==> src/rtl/mem_arbiter_pkg.sv <==
`default_nettype none
// ============================================================================
// Module      : mem_arbiter_pkg
// Description : Shared types and constants for the IFU/LSU memory arbiter.
//               - arb_state_t : sequencer states (IDLE/ISSUE/WAIT/RESP)
//               - GNT_IFU / GNT_LSU : grant encoding, also the bit index
//                 of each master in a one-hot grant vector
//               - FUNC3_LW : load-word code used for instruction fetches
//               - mem_req_t : captured request record
// Revision    : 1.0 - initial release
// ============================================================================
package mem_arbiter_pkg;

    typedef enum logic [1:0] {
        ST_IDLE  = 2'd0,
        ST_ISSUE = 2'd1,
        ST_WAIT  = 2'd2,
        ST_RESP  = 2'd3
    } arb_state_t;

    localparam logic GNT_IFU = 1'b0;
    localparam logic GNT_LSU = 1'b1;

    localparam logic [2:0] FUNC3_LW = 3'b010;

    typedef struct packed {
        logic [31:0] addr;
        logic        wen;
        logic [31:0] wdata;
        logic [3:0]  wmask;
        logic [2:0]  func3;
    } mem_req_t;

endpackage
`default_nettype wire

==> src/rtl/mem_rr_arbiter.sv <==
`default_nettype none
// ============================================================================
// Module      : mem_rr_arbiter
// Description : Two-input round-robin picker. On a tie the master that did
//               not win last time is chosen. The winner is remembered
//               whenever a grant is issued (a grant is always a handshake,
//               since it is only given to a valid master while enabled).
// Ports       : clk, rst_n         - clock, async active-low reset
//               i_ifu_valid        - IFU requesting
//               i_lsu_valid        - LSU requesting
//               i_enable           - arbitration allowed this cycle
//               o_grant[1:0]       - one-hot grant, indexed by GNT_*
//               o_last_grant       - most recent winner (GNT_* encoding)
// Revision    : 1.0 - initial release
// ============================================================================
module mem_rr_arbiter (
    input  logic       clk,
    input  logic       rst_n,
    input  logic       i_ifu_valid,
    input  logic       i_lsu_valid,
    input  logic       i_enable,
    output logic [1:0] o_grant,
    output logic       o_last_grant
);
    import mem_arbiter_pkg::*;

    logic       r_last_grant;
    logic [1:0] w_pick;

    always_comb begin
        w_pick = 2'b00;
        if (i_ifu_valid && i_lsu_valid) begin
            if (r_last_grant == GNT_LSU) begin
                w_pick[GNT_IFU] = 1'b1;
            end else begin
                w_pick[GNT_LSU] = 1'b1;
            end
        end else if (i_ifu_valid) begin
            w_pick[GNT_IFU] = 1'b1;
        end else if (i_lsu_valid) begin
            w_pick[GNT_LSU] = 1'b1;
        end
    end

    assign o_grant      = i_enable ? w_pick : 2'b00;
    assign o_last_grant = r_last_grant;

    // Reset to LSU so that the IFU wins the first tie.
    always_ff @(posedge clk or negedge rst_n) begin
        if (!rst_n) begin
            r_last_grant <= GNT_LSU;
        end else if (|o_grant) begin
            r_last_grant <= o_grant[GNT_LSU] ? GNT_LSU : GNT_IFU;
        end
    end

endmodule
`default_nettype wire

==> src/rtl/mem_arbiter.sv <==
`default_nettype none
// ============================================================================
// Module      : mem_arbiter
// Description : Arbitrates the shared memory port between the IFU (read
//               only) and the LSU (read/write). One transaction runs to
//               completion at a time: IDLE -> ISSUE -> WAIT -> RESP. A
//               response timeout in WAIT returns ERR_RDATA with err=1.
// Ports       : clk, rst_n                 - clock, async active-low reset
//               ifu_req_* / ifu_resp_*     - IFU request/response channels
//               lsu_req_* / lsu_resp_*     - LSU request/response channels
//               mem_req_* / mem_resp_*     - memory request/response side
// Revision    : 1.0 - initial release
// ============================================================================
module mem_arbiter #(
    parameter int          TIMEOUT_CYCLES = 255,
    parameter logic [31:0] ERR_RDATA      = 32'hdead_beef
) (
    input  logic        clk,
    input  logic        rst_n,
    input  logic        ifu_req_valid,
    output logic        ifu_req_ready,
    input  logic [31:0] ifu_addr,
    output logic        ifu_resp_valid,
    input  logic        ifu_resp_ready,
    output logic [31:0] ifu_rdata,
    output logic        ifu_resp_err,
    input  logic        lsu_req_valid,
    output logic        lsu_req_ready,
    input  logic [31:0] lsu_addr,
    input  logic        lsu_wen,
    input  logic [31:0] lsu_wdata,
    input  logic [3:0]  lsu_wmask,
    input  logic [2:0]  lsu_func3,
    output logic        lsu_resp_valid,
    input  logic        lsu_resp_ready,
    output logic [31:0] lsu_rdata,
    output logic        lsu_resp_err,
    output logic        mem_req_valid,
    input  logic        mem_req_ready,
    output logic [31:0] mem_addr,
    output logic [31:0] mem_wdata,
    output logic        mem_wen,
    output logic [3:0]  mem_wmask,
    output logic [2:0]  mem_func3,
    input  logic        mem_resp_valid,
    input  logic [31:0] mem_rdata
);
    import mem_arbiter_pkg::*;

    localparam logic [15:0] c_TIMEOUT_LAST = 16'(TIMEOUT_CYCLES - 1);

    arb_state_t  r_state;
    mem_req_t    r_req;
    logic [15:0] r_wait_cnt;
    logic [31:0] r_rdata;
    logic        r_err;
    logic        r_mem_req_valid;
    logic        r_ifu_resp_valid;
    logic        r_lsu_resp_valid;

    logic [1:0]  w_grant;
    logic        w_owner;
    logic        w_arb_en;
    logic        w_resp_ready;
    mem_req_t    w_new_req;

    // Gating with rst_n keeps req_ready low while reset is held, even
    // though the FSM already sits in IDLE.
    assign w_arb_en = (r_state == ST_IDLE) && rst_n;

    mem_rr_arbiter u_rr (
        .clk          (clk),
        .rst_n        (rst_n),
        .i_ifu_valid  (ifu_req_valid),
        .i_lsu_valid  (lsu_req_valid),
        .i_enable     (w_arb_en),
        .o_grant      (w_grant),
        .o_last_grant (w_owner)
    );

    // The last winner is, by construction, the owner of the transaction
    // currently in flight.
    assign w_resp_ready = (w_owner == GNT_LSU) ? lsu_resp_ready : ifu_resp_ready;

    always_comb begin
        if (w_grant[GNT_LSU]) begin
            w_new_req = '{addr: lsu_addr, wen: lsu_wen, wdata: lsu_wdata,
                          wmask: lsu_wmask, func3: lsu_func3};
        end else begin
            w_new_req = '{addr: ifu_addr, wen: 1'b0, wdata: 32'h0,
                          wmask: 4'h0, func3: FUNC3_LW};
        end
    end

    always_ff @(posedge clk or negedge rst_n) begin
        if (!rst_n) begin
            r_state          <= ST_IDLE;
            r_req            <= '0;
            r_wait_cnt       <= '0;
            r_rdata          <= '0;
            r_err            <= 1'b0;
            r_mem_req_valid  <= 1'b0;
            r_ifu_resp_valid <= 1'b0;
            r_lsu_resp_valid <= 1'b0;
        end else begin
            case (r_state)
                ST_IDLE: begin
                    if (|w_grant) begin
                        r_req           <= w_new_req;
                        r_mem_req_valid <= 1'b1;
                        r_state         <= ST_ISSUE;
                    end
                end
                ST_ISSUE: begin
                    if (mem_req_ready) begin
                        r_mem_req_valid <= 1'b0;
                        r_wait_cnt      <= '0;
                        r_state         <= ST_WAIT;
                    end
                end
                ST_WAIT: begin
                    r_wait_cnt <= r_wait_cnt + 16'd1;
                    // A response arriving on the last allowed cycle beats
                    // the timeout.
                    if (mem_resp_valid || (r_wait_cnt == c_TIMEOUT_LAST)) begin
                        if (mem_resp_valid) begin
                            r_rdata <= r_req.wen ? 32'h0 : mem_rdata;
                            r_err   <= 1'b0;
                        end else begin
                            r_rdata <= ERR_RDATA;
                            r_err   <= 1'b1;
                        end
                        r_ifu_resp_valid <= (w_owner == GNT_IFU);
                        r_lsu_resp_valid <= (w_owner == GNT_LSU);
                        r_state          <= ST_RESP;
                    end
                end
                ST_RESP: begin
                    if (w_resp_ready) begin
                        r_ifu_resp_valid <= 1'b0;
                        r_lsu_resp_valid <= 1'b0;
                        r_state          <= ST_IDLE;
                    end
                end
                default: r_state <= ST_IDLE;
            endcase
        end
    end

    assign ifu_req_ready  = w_grant[GNT_IFU];
    assign lsu_req_ready  = w_grant[GNT_LSU];

    assign ifu_resp_valid = r_ifu_resp_valid;
    assign ifu_rdata      = r_rdata;
    assign ifu_resp_err   = r_err;
    assign lsu_resp_valid = r_lsu_resp_valid;
    assign lsu_rdata      = r_rdata;
    assign lsu_resp_err   = r_err;

    assign mem_req_valid  = r_mem_req_valid;
    assign mem_addr       = r_req.addr;
    assign mem_wdata      = r_req.wdata;
    assign mem_wen        = r_req.wen;
    assign mem_wmask      = r_req.wmask;
    assign mem_func3      = r_req.func3;

endmodule
`default_nettype wire

==> config.mk <==
export PLATFORM = sky130hd
export DESIGN_NAME = mem_arbiter
export DESIGN_NICKNAME = d
export VERILOG_FILES = /design/src/rtl/mem_arbiter_pkg.sv /design/src/rtl/mem_rr_arbiter.sv /design/src/rtl/mem_arbiter.sv
export SDC_FILE = /design/constraint.sdc
export NUM_CORES = 1
export LEC_CHECK = 0
export BUFFER_PORTS_ARGS = -buffer_cell sky130_fd_sc_hd__buf_2
export CELL_PAD_IN_SITES_DETAIL_PLACEMENT = 1
export CELL_PAD_IN_SITES_GLOBAL_PLACEMENT = 2
export CORE_MARGIN = 8
export CORE_UTILIZATION = 28
export DETAILED_ROUTE_END_ITERATION = 8
export PLACE_DENSITY = 0.83
export SLEW_MARGIN = 20
export SYNTH_ARGS = -nofsm -noshare
export SYNTH_HDL_FRONTEND = slang
export SYNTH_SLANG_ARGS = --single-unit
==> constraint.sdc <==
create_clock -name clk -period 2.5 [get_ports clk]
set_input_delay 0 -clock clk [delete_from_list [all_inputs] [get_ports clk]]
set_output_delay 0 -clock clk [all_outputs]
set_load 0.03 [all_outputs]
* After elaboration in Yosys (flattened, before gate mapping)
Index checks and enable logic that the tools add are counted. Widths: inputs -> output; s select.
Storage, ports and cells: register bits after elaboration 127, input bits 144, output and inout bits 143, word-level logic and storage cells 65
Operators by class: $add $sub $neg 1, eq/ne operators 8, mux-type cells 28, bitwise gates (word level) 1, reductions and logical operators 14
Operators by type and width (count):
- $mux 72 | 1
- $mux 32 | 2
- $pmux 16 s2 | 1
- $add 16x1->16 const B | 1
- $eq 16x8->1 const B | 1
- $mux 16 | 1
- $mux 1 | 13
- $mux 2 | 6
- $pmux 2 s4 | 1
- $ne 2x2->1 const B | 3
- $pmux 1 s2 | 3
- $reduce_and 2->1 | 3
- $reduce_and 3->1 | 2
- $reduce_bool 2->1 | 3
- $eq 2x2->1 const B | 2
- $reduce_and 4->1 | 1
- $eq 2x1->1 const B | 1
- $logic_and 1x1->1 | 2
- $logic_not 2->1 | 1
- $ne 2x1->1 const B | 1
- $reduce_or 2->1 | 1
- $logic_or 1x1->1 | 1
- $not 1->1 | 1

* Depth between registers and ports, before layout
Gate-level depths: netlist of the first run.
depth in word-level cells 7, mapped depth 8, gate-level depth less buffers 6

* By module
Synthesis of the first run repeated with hierarchy kept, for this count alone.
Unflattened totals: cells, all modules 507, area total of the unflattened synthesis 5868.1 um^2
By module, submodules not included:
- mem_arbiter | times used 1, cells each 499, area an instance 5805.6 um^2, seq. area each 3153.0 um^2
- mem_rr_arbiter | times used 1, cells each 8, area an instance 62.6 um^2, seq. area each 26.3 um^2

* Least setup slack after synthesis of the first run
Ideal clock, no wire load.
kind register to register, from register r_state[0], to register r_req, in the netlist mem_wdata[10], library setup time 0.121 ns, arrival time 1.907 ns, required time 2.379 ns, slack 0.472 ns, cell stages (with the launch flop) 9, buffers on the path 2, clock period less this slack 2.028 ns, path through dfrtp_1 > inv_1 > ha_1 > and2_1 > nand3_1 > clkbuf_1 > inv_1 > clkbuf_1 > a22o_1
Between the ends: cells in the longest elaborated chain, start to end 5, elaborated cells on any way between the ends 6, those cells by class mux (2); reduce/logical (4)
Ends and longest elaborated chain:
- start: declaration | line mem_arbiter.sv:52 | arb_state_t r_state;
- start signal: assignment | line mem_arbiter.sv:97 | r_state <= ST_IDLE;
- start signal: assignment | line mem_arbiter.sv:111 | r_state <= ST_ISSUE;
- start signal: assignment | line mem_arbiter.sv:118 | r_state <= ST_WAIT;
- $logic_not 2->1 (*) | line mem_arbiter.sv:69 | assign w_arb_en = (r_state == ST_IDLE) && rst_n;
- $logic_and 1x1->1 (*) | line mem_arbiter.sv:69
- $mux 2 (*) | line mem_rr_arbiter.sv:45 | assign o_grant = i_enable ? w_pick : 2'b00;
- via lsu_req_ready | line mem_arbiter.sv:28 | output logic lsu_req_ready,
- $reduce_or 2->1 | line mem_arbiter.sv:108 | if (|w_grant) begin
- $reduce_and 2->1 (no line)
- end signal: assignment | line mem_arbiter.sv:109 | r_req <= w_new_req;
- end: declaration | line mem_arbiter.sv:53 | mem_req_t r_req;
The timed path passes the listed nets; every way through them passes the cells marked *. A chain may end at the register's enable or synchronous reset.

* Final worst setup path of the first run
from register r_state[0], to register r_req, in the netlist mem_addr[22]
Between the ends: cells in the longest elaborated chain, start to end 5, elaborated cells on any way between the ends 6, those cells by class mux (2); reduce/logical (4)
Ends and longest elaborated chain (line):
- $logic_not 2->1 (*) | mem_arbiter.sv:69, mem_arbiter.sv:106
- $logic_and 1x1->1 | mem_arbiter.sv:69
- $mux 2 | mem_rr_arbiter.sv:45
- $reduce_or 2->1 | mem_arbiter.sv:108
- $reduce_and 2->1 (no line)
Mark *: on every way between the ends. The rest lies on a longest branch, timed or not.

==> impl_metrics.json, run 1 <==
{
  "yosys_warnings": 0,
  "netlist_area_um2": 5923,
  "grt_pass1_wl_um": 36090,
  "fin_nets": 1059,
  "fin_util": 0.4540,
  "finalClockSkew_ns": 0.008971,
  "synth.area.mux_share": 0.06295,
  "grt_pass1_vias": 6440,
  "root_buffer": "clkbuf_16",
  "synthCells": 508,
  "synth_top_family_by_area": "compound AO/OA/AOI/OAI gates",
  "setup_violations": 0,
  "cts_buffers": 17,
  "top_layer": "met4",
  "cpMaxStageDelayCell": "dlygate4sd3_1",
  "path_max_fanout": 7,
  "dpl.hpwl_um": 14500,
  "core_area_um2": 20890,
  "holdWs_ns": 0.01180,
  "cellLeakagePower_nw": 4.865,
  "min_path_type": "in2reg",
  "drv_slew": 0,
  "yosys_most_used_dff": "dfrtp_1",
  "maxSlewHeadroom": 0.3603,
  "wl_met3_um": 1872,
  "synth-compound-area-share": 0.1992,
  "fmax_mhz": 447.7,
  "cts.htree.levels": 4,
  "synth_xor_area_frac": 0.008872,
  "clock_path_buffers": 2,
  "grt.total_usage": 0.1722,
  "synthSimpleGateAreaFrac": 0.1054,
  "synth.largest_area_cell": "dfrtp_1",
  "finalHoldViolations": 0,
  "ys_seq_area_frac": 0.5368,
  "fin_setup_tns_ns": 0,
  "peakVddDrop_mv": 0.5607,
  "min_period_over_period": 0.8934,
  "drt_iter0_drc": 140,
  "synth_edf_count": 0,
  "ios": 287,
  "ant_nets": 0,
  "wl_met2_um": 11510,
  "place_ws_ns": 0.3550,
  "die_y_um": 161.4,
  "slowest_delay_ns": 0.55,
  "worstSetupPathType": "reg2reg",
  "synth_area_leaders": "dfrtp_1 (53%), a22o_1 (7.2%), mux2i_1 (5.9%)",
  "met1_length_um": 8827,
  "crit_buf_inv": 3,
  "crit_path_end_kind": "register",
  "drive_gt1_frac": 0.4007,
  "period_needed_ns": 2.234,
  "insertion_delay_ns": 0.41,
  "viasPerCell": 4.688,
  "yosys.area.top_type_share": 0.5323,
  "ys_types": 49,
  "cp_data_arrival_time_ns": 2.52,
  "port_buffers": 286,
  "synth-seq-cells": 127,
  "setup_ws_ns": 0.2665,
  "wl_um": 22520,
  "wl_per_cell_um": 18.83,
  "synth_adder_area_share": 0.01479,
  "dieArea_um2": 26060,
  "status": "complete, no violations",
  "die_x_um": 161.4,
  "gp_congestion": 0.7281,
  "worstMarginPinSlew_ns": 0.9560,
  "initial_utilization": 0.2836,
  "overflow": 0,
  "cts_tree": "done",
  "async_flop_share": 1.000,
  "cp_top_family": "buffers and inverters",
  "critPathRequiredTime_ns": 2.79,
  "num_vias": 5607,
  "rsz0062_at_grt": "false",
  "antenna_found_initial": 0,
  "crit_path_cell_trace": "inv_1, ha_1, and2_2, nand3_4, buf_4, mux2i_1, dlygate4sd3_1, o21ai_0",
  "synthesis.nets": 659,
  "p_total_w": 0.01192,
  "dr.pass1.iters": 5,
  "num_antenna_cells": 0,
  "critPathLaunchType": "register",
  "num_rows": 53,
  "area_delta_synth_final_pct": 60.12,
  "cts.sinks": 127,
  "drc": 0,
  "power_per_cell_area_nw_per_um2": 1257,
  "synth.avg_cell_area_um2": 11.66,
  "cap_violations": 0,
  "clkTransAtPathRegs_ns": 0.06,
  "grt_start_max_net_pins": 72
}
-- per-layer routing --
metal	up-vias	GRT usage
li1	2598	-
met1	2771	0.1889
met2	216	0.3042
met3	22	0.06770
met4	0	0.04630
met5	-	0
-- through the flow --
step / instances / cell area (um2)
final: 1196 / 9484
after global routing: 1196 / 9484
after CTS: 1194 / 9448
after detailed placement: 1022 / 7450
after global placement: 1022 / 7450
after floorplan: 508 / 5923
-- placed cells by master (no fill, tap or decap), types with 6 or more instances in the layout --
cell type      Yosys  final
mux2i_1           35     35
nand3_1            7      6
buf_2              3    285
ha_1               7      7
inv_1              9      9
a21oi_1            9      9
buf_4             33     16
a22o_1            49     49
dlygate4sd3_1      0    140
nor2_1             9      9
inv_6              0      6
a2bb2oi_2         20     20
clkbuf_16          0     17
dfrtp_1          126    126
o21ai_0           40     39
nand2b_1          27     27
nand2_1           48     48
-- cell type report --
class                           instances  area (um2)
Clock buffer                           17       425.4
Multi-Input combinational cell        310        2342
Inverter                                9       33.78
Fill cell                            2341       11400
Tap cell                              275       344.1
Sequential cell                       127        3179
Clock inverter                         15       171.4
Timing Repair Buffer                  443        2988
-- cells by family (layout without fill, tap and decap cells) --
logic type               Yosys count  count (layout)
AO/OA/AOI/OAI                    142             142
buffers and inverters             71             484
AND/OR/NAND/NOR                  118             118
XOR/XNOR                           6               6
flip-flops                       127             127
adder cells (fa/ha/maj)            7               7
multiplexers                      37              37
-- path summary, 6_finish.rpt --
kind,from,endpoint,slack [ns],cells after the start
min,ifu_req_valid,u_rr.o_last_grant$_DFFE_PN1P_,0.01,3
max,r_state[0]$_DFFE_PN0P_,mem_addr[22]$_DFFE_PN0P_,0.27,8
max in group asynchronous,rst_n,mem_addr[26]$_DFFE_PN0P_,1.22,3
max reg2reg,r_state[0]$_DFFE_PN0P_,mem_addr[22]$_DFFE_PN0P_,0.27,8
min in group asynchronous,rst_n,mem_req_valid$_DFFE_PN0P_,0.31,3
min reg2reg,mem_addr[26]$_DFFE_PN0P_,mem_addr[26]$_DFFE_PN0P_,0.47,2
-- flip-flops by register name, indices dropped and copies added (netlist names) --
register / count
mem_wdata: 32
r_state: 2
mem_addr: 32
mem_wmask: 4
ifu_rdata: 32
ifu_resp_valid: 1
mem_req_valid: 1
mem_wen: 1
ifu_resp_err: 1
r_wait_cnt: 16
u_rr.o_last_grant: 1
lsu_resp_valid: 1
mem_func3: 3
-- worst reg2reg max path, stage by stage, from the launching register on --
cell,delay [ns]
dfrtp_1,0.39
inv_1,0.11
ha_1,0.24
and2_2,0.25
nand3_4,0.13
buf_4,0.19
mux2i_1,0.19
dlygate4sd3_1,0.55
o21ai_0,0.07
-- cell usage after synthesis, types with 2 or more instances --
master     count
dfrtp_1      126
a22o_1        49
nand2_1       48
o21ai_0       40
mux2i_1       35
buf_4         33
nand2b_1      27
a2bb2oi_2     20
clkbuf_1      19
a21oi_1        9
inv_1          9
nor2_1         9
ha_1           7
nand3_1        7
a2bb2oi_1      5
buf_1          5
o31ai_1        4
or4_1          4
and2_1         3
buf_2          3
nand4_1        3
nor3_1         3
or3_1          3
xnor2_1        3
xor2_1         3
a22oi_1        2
and4_1         2
buf_12         2
mux2_2         2
o22ai_1        2
o311ai_0       2
or3_2          2
-- power by group --
group	leakage, nW	internal, W	total (W)	switching (W)
sequential	1.60	0.00291	0.00359	0.000675
combinational	2.98	0.00200	0.00580	0.00379
clock	0.286	0.00150	0.00253	0.00103
-- timing repair --
action | 4_1_cts | 5_1_grt
endpoints found under the setup margin | 0 | 2
setup buffers | 0 | 2
resized for setup | 0 | 2
hold endpoints to repair | 162 | 0
hold buffers | 140 | 0
Note: power is estimated with default switching activity, not from simulation.
==> run 2: changes to the inputs <==
--- a/config.mk
+++ b/config.mk
@@ -12,6 +12,7 @@
 export CORE_UTILIZATION = 28
 export DETAILED_ROUTE_END_ITERATION = 8
 export PLACE_DENSITY = 0.83
+export SETUP_SLACK_MARGIN = 0.4
 export SLEW_MARGIN = 20
 export SYNTH_ARGS = -nofsm -noshare
 export SYNTH_HDL_FRONTEND = slang
==> impl_metrics.json, run 2 (same netlist as run 1, synthesis figures left out) <==
{
  "status": "complete, no violations",
  "insertion_delay_ns": 0.41,
  "setup_violations": 0,
  "worstMarginPinSlew_ns": 0.9747,
  "gp_congestion": 0.7281,
  "final_area_um2": 9545,
  "placed_area_um2": 7450,
  "drive_gt1_frac": 0.4086,
  "root_buffer": "clkbuf_16",
  "fmax_mhz": 490.3,
  "die_y_um": 161.4,
  "n_fill_cell": 2348,
  "rsz0062_at_grt": "true",
  "clkTransAtPathRegs_ns": 0.06,
  "maxSlewHeadroom": 0.3478,
  "final_common_cell": "buf_2",
  "wl_met2_um": 11570,
  "viasPerCell": 4.675,
  "dieArea_um2": 26060,
  "finalClockSkew_ns": 0.008512,
  "wl_um": 22830,
  "fin_setup_tns_ns": 0,
  "num_rows": 53,
  "period_needed_ns": 2.040,
  "worstSetupPathType": "reg2out",
  "crit_path_end_kind": "output pin",
  "cts_tree": "done",
  "cap_violations": 0,
  "drv_slew": 0,
  "area_delta_synth_final_pct": 61.15,
  "overflow": 0,
  "antenna_found_initial": 1,
  "fin_nets": 1063,
  "critPathLaunchType": "register",
  "cts_buffers": 17,
  "core_area_um2": 20890,
  "initial_utilization": 0.2836,
  "grt_pass1_vias": 6491,
  "wl_met3_um": 1863,
  "port_buffers": 286,
  "drc": 0,
  "cts.htree.levels": 4,
  "ios": 287,
  "cp_data_arrival_time_ns": 2.04,
  "power_per_cell_area_nw_per_um2": 1254,
  "place_ws_ns": 0.3550,
  "drt_iter0_drc": 192,
  "grt_start_max_net_pins": 72,
  "grt.total_usage": 0.1731,
  "dr.pass1.iters": 4,
  "num_vias": 5615,
  "ant_nets": 0,
  "met1_length_um": 8945,
  "grt_pass1_wl_um": 36270,
  "finalHoldViolations": 0,
  "wl_per_cell_um": 19.00,
  "min_period_over_period": 0.8159,
  "critPathRequiredTime_ns": 2.50,
  "top_layer": "met4",
  "final_cell_mix": "buf_2 (284), dlygate4sd3_1 (140), dfrtp_1 (126)",
  "path_max_fanout": 20,
  "peakVddDrop_mv": 0.5673,
  "cellLeakagePower_nw": 4.886,
  "cts.sinks": 127,
  "setup_ws_ns": 0.4603,
  "dpl.hpwl_um": 14500,
  "clock_path_buffers": 2,
  "min_path_type": "in2reg",
  "die_x_um": 161.4
}
-- run 2: cell types whose count changed in the layout (fill, tap and decap cells not counted), sizes merged --
cell and change:
buf +3, bufbuf +1, diode +1
-- run 2: worst max-delay path, cell delays in order, from the launching register on --
cell	delay, ns
dfrtp_1	0.42
inv_1	0.16
ha_2	0.22
and2_2	0.23
nand3_4	0.15
inv_4	0.11
buf_12	0.15
buf_4	0.18
-- run 2: what timing repair did --
item                                    in CTS  in global routing
setup buffers                                0                  5
cloned                                       1                  0
endpoints found under the setup margin       3                 46
hold endpoints to repair                   161                  1
gates resized for setup                      5                  5
hold buffers                               139                  1
pin swaps                                    1                  2
-- run 2: metal layers --
layer	track usage	vias up
met3	0.06974	33
li1	-	2605
met5	0	-
met4	0.05177	0
met1	0.1863	2770
met2	0.3065	207
-- run 2: worst paths after layout --
kind / start / to / slack (ns) / depth (start not counted)
max in group asynchronous: rst_n / mem_addr[23]$_DFFE_PN0P_ / 1.22 / 3
worst min register to register: mem_addr[26]$_DFFE_PN0P_ / mem_addr[26]$_DFFE_PN0P_ / 0.47 / 2
worst max register to register: r_state[0]$_DFFE_PN0P_ / mem_addr[4]$_DFFE_PN0P_ / 0.49 / 7
worst max-delay path: r_state[0]$_DFFE_PN0P_ / lsu_req_ready / 0.46 / 7
worst min-delay path: lsu_req_valid / u_rr.o_last_grant$_DFFE_PN1P_ / 0.02 / 3
min in group asynchronous: rst_n / mem_req_valid$_DFFE_PN0P_ / 0.32 / 3
-- run 2: through the flow --
stage	total power, W	hold WS [ns]	instances	util
4_1_cts	0.01198	0.001463	1194	0.4540
5_1_grt	0.01264	0.01933	1201	0.4570
3_3_place_gp	0.009037	-0.1178	1022	0.3566
6_report	0.01197	0.01955	1201	0.4570
2_1_floorplan	0.007636	-0.2956	508	-
3_5_place_dp	0.009177	-0.1153	1022	0.3566
-- run 2: area by class of cell --
| cell class | instances | area (um2) | share of cell area |
|---|---|---|---|
| antenna | 1 | 2.502 | 0.0002622 |
| multi-input combinational | 310 | 2354 | 0.2466 |
| clock buffer | 17 | 425.4 | 0.04457 |
| clock inverter | 15 | 171.4 | 0.01796 |
| timing repair buffer | 447 | 3033 | 0.3177 |
| sequential | 127 | 3179 | 0.3331 |
| inverter | 9 | 36.28 | 0.003801 |
| tap | 275 | 344.1 | 0.03605 |
-- run 2: power breakdown --
| part | switching [W] | total [W] | internal, W | leakage, nW |
|---|---|---|---|---|
| clock network | 0.00103 | 0.00253 | 0.00150 | 0.286 |
| registers | 0.000680 | 0.00359 | 0.00291 | 1.60 |
| logic | 0.00382 | 0.00584 | 0.00202 | 3.00 |
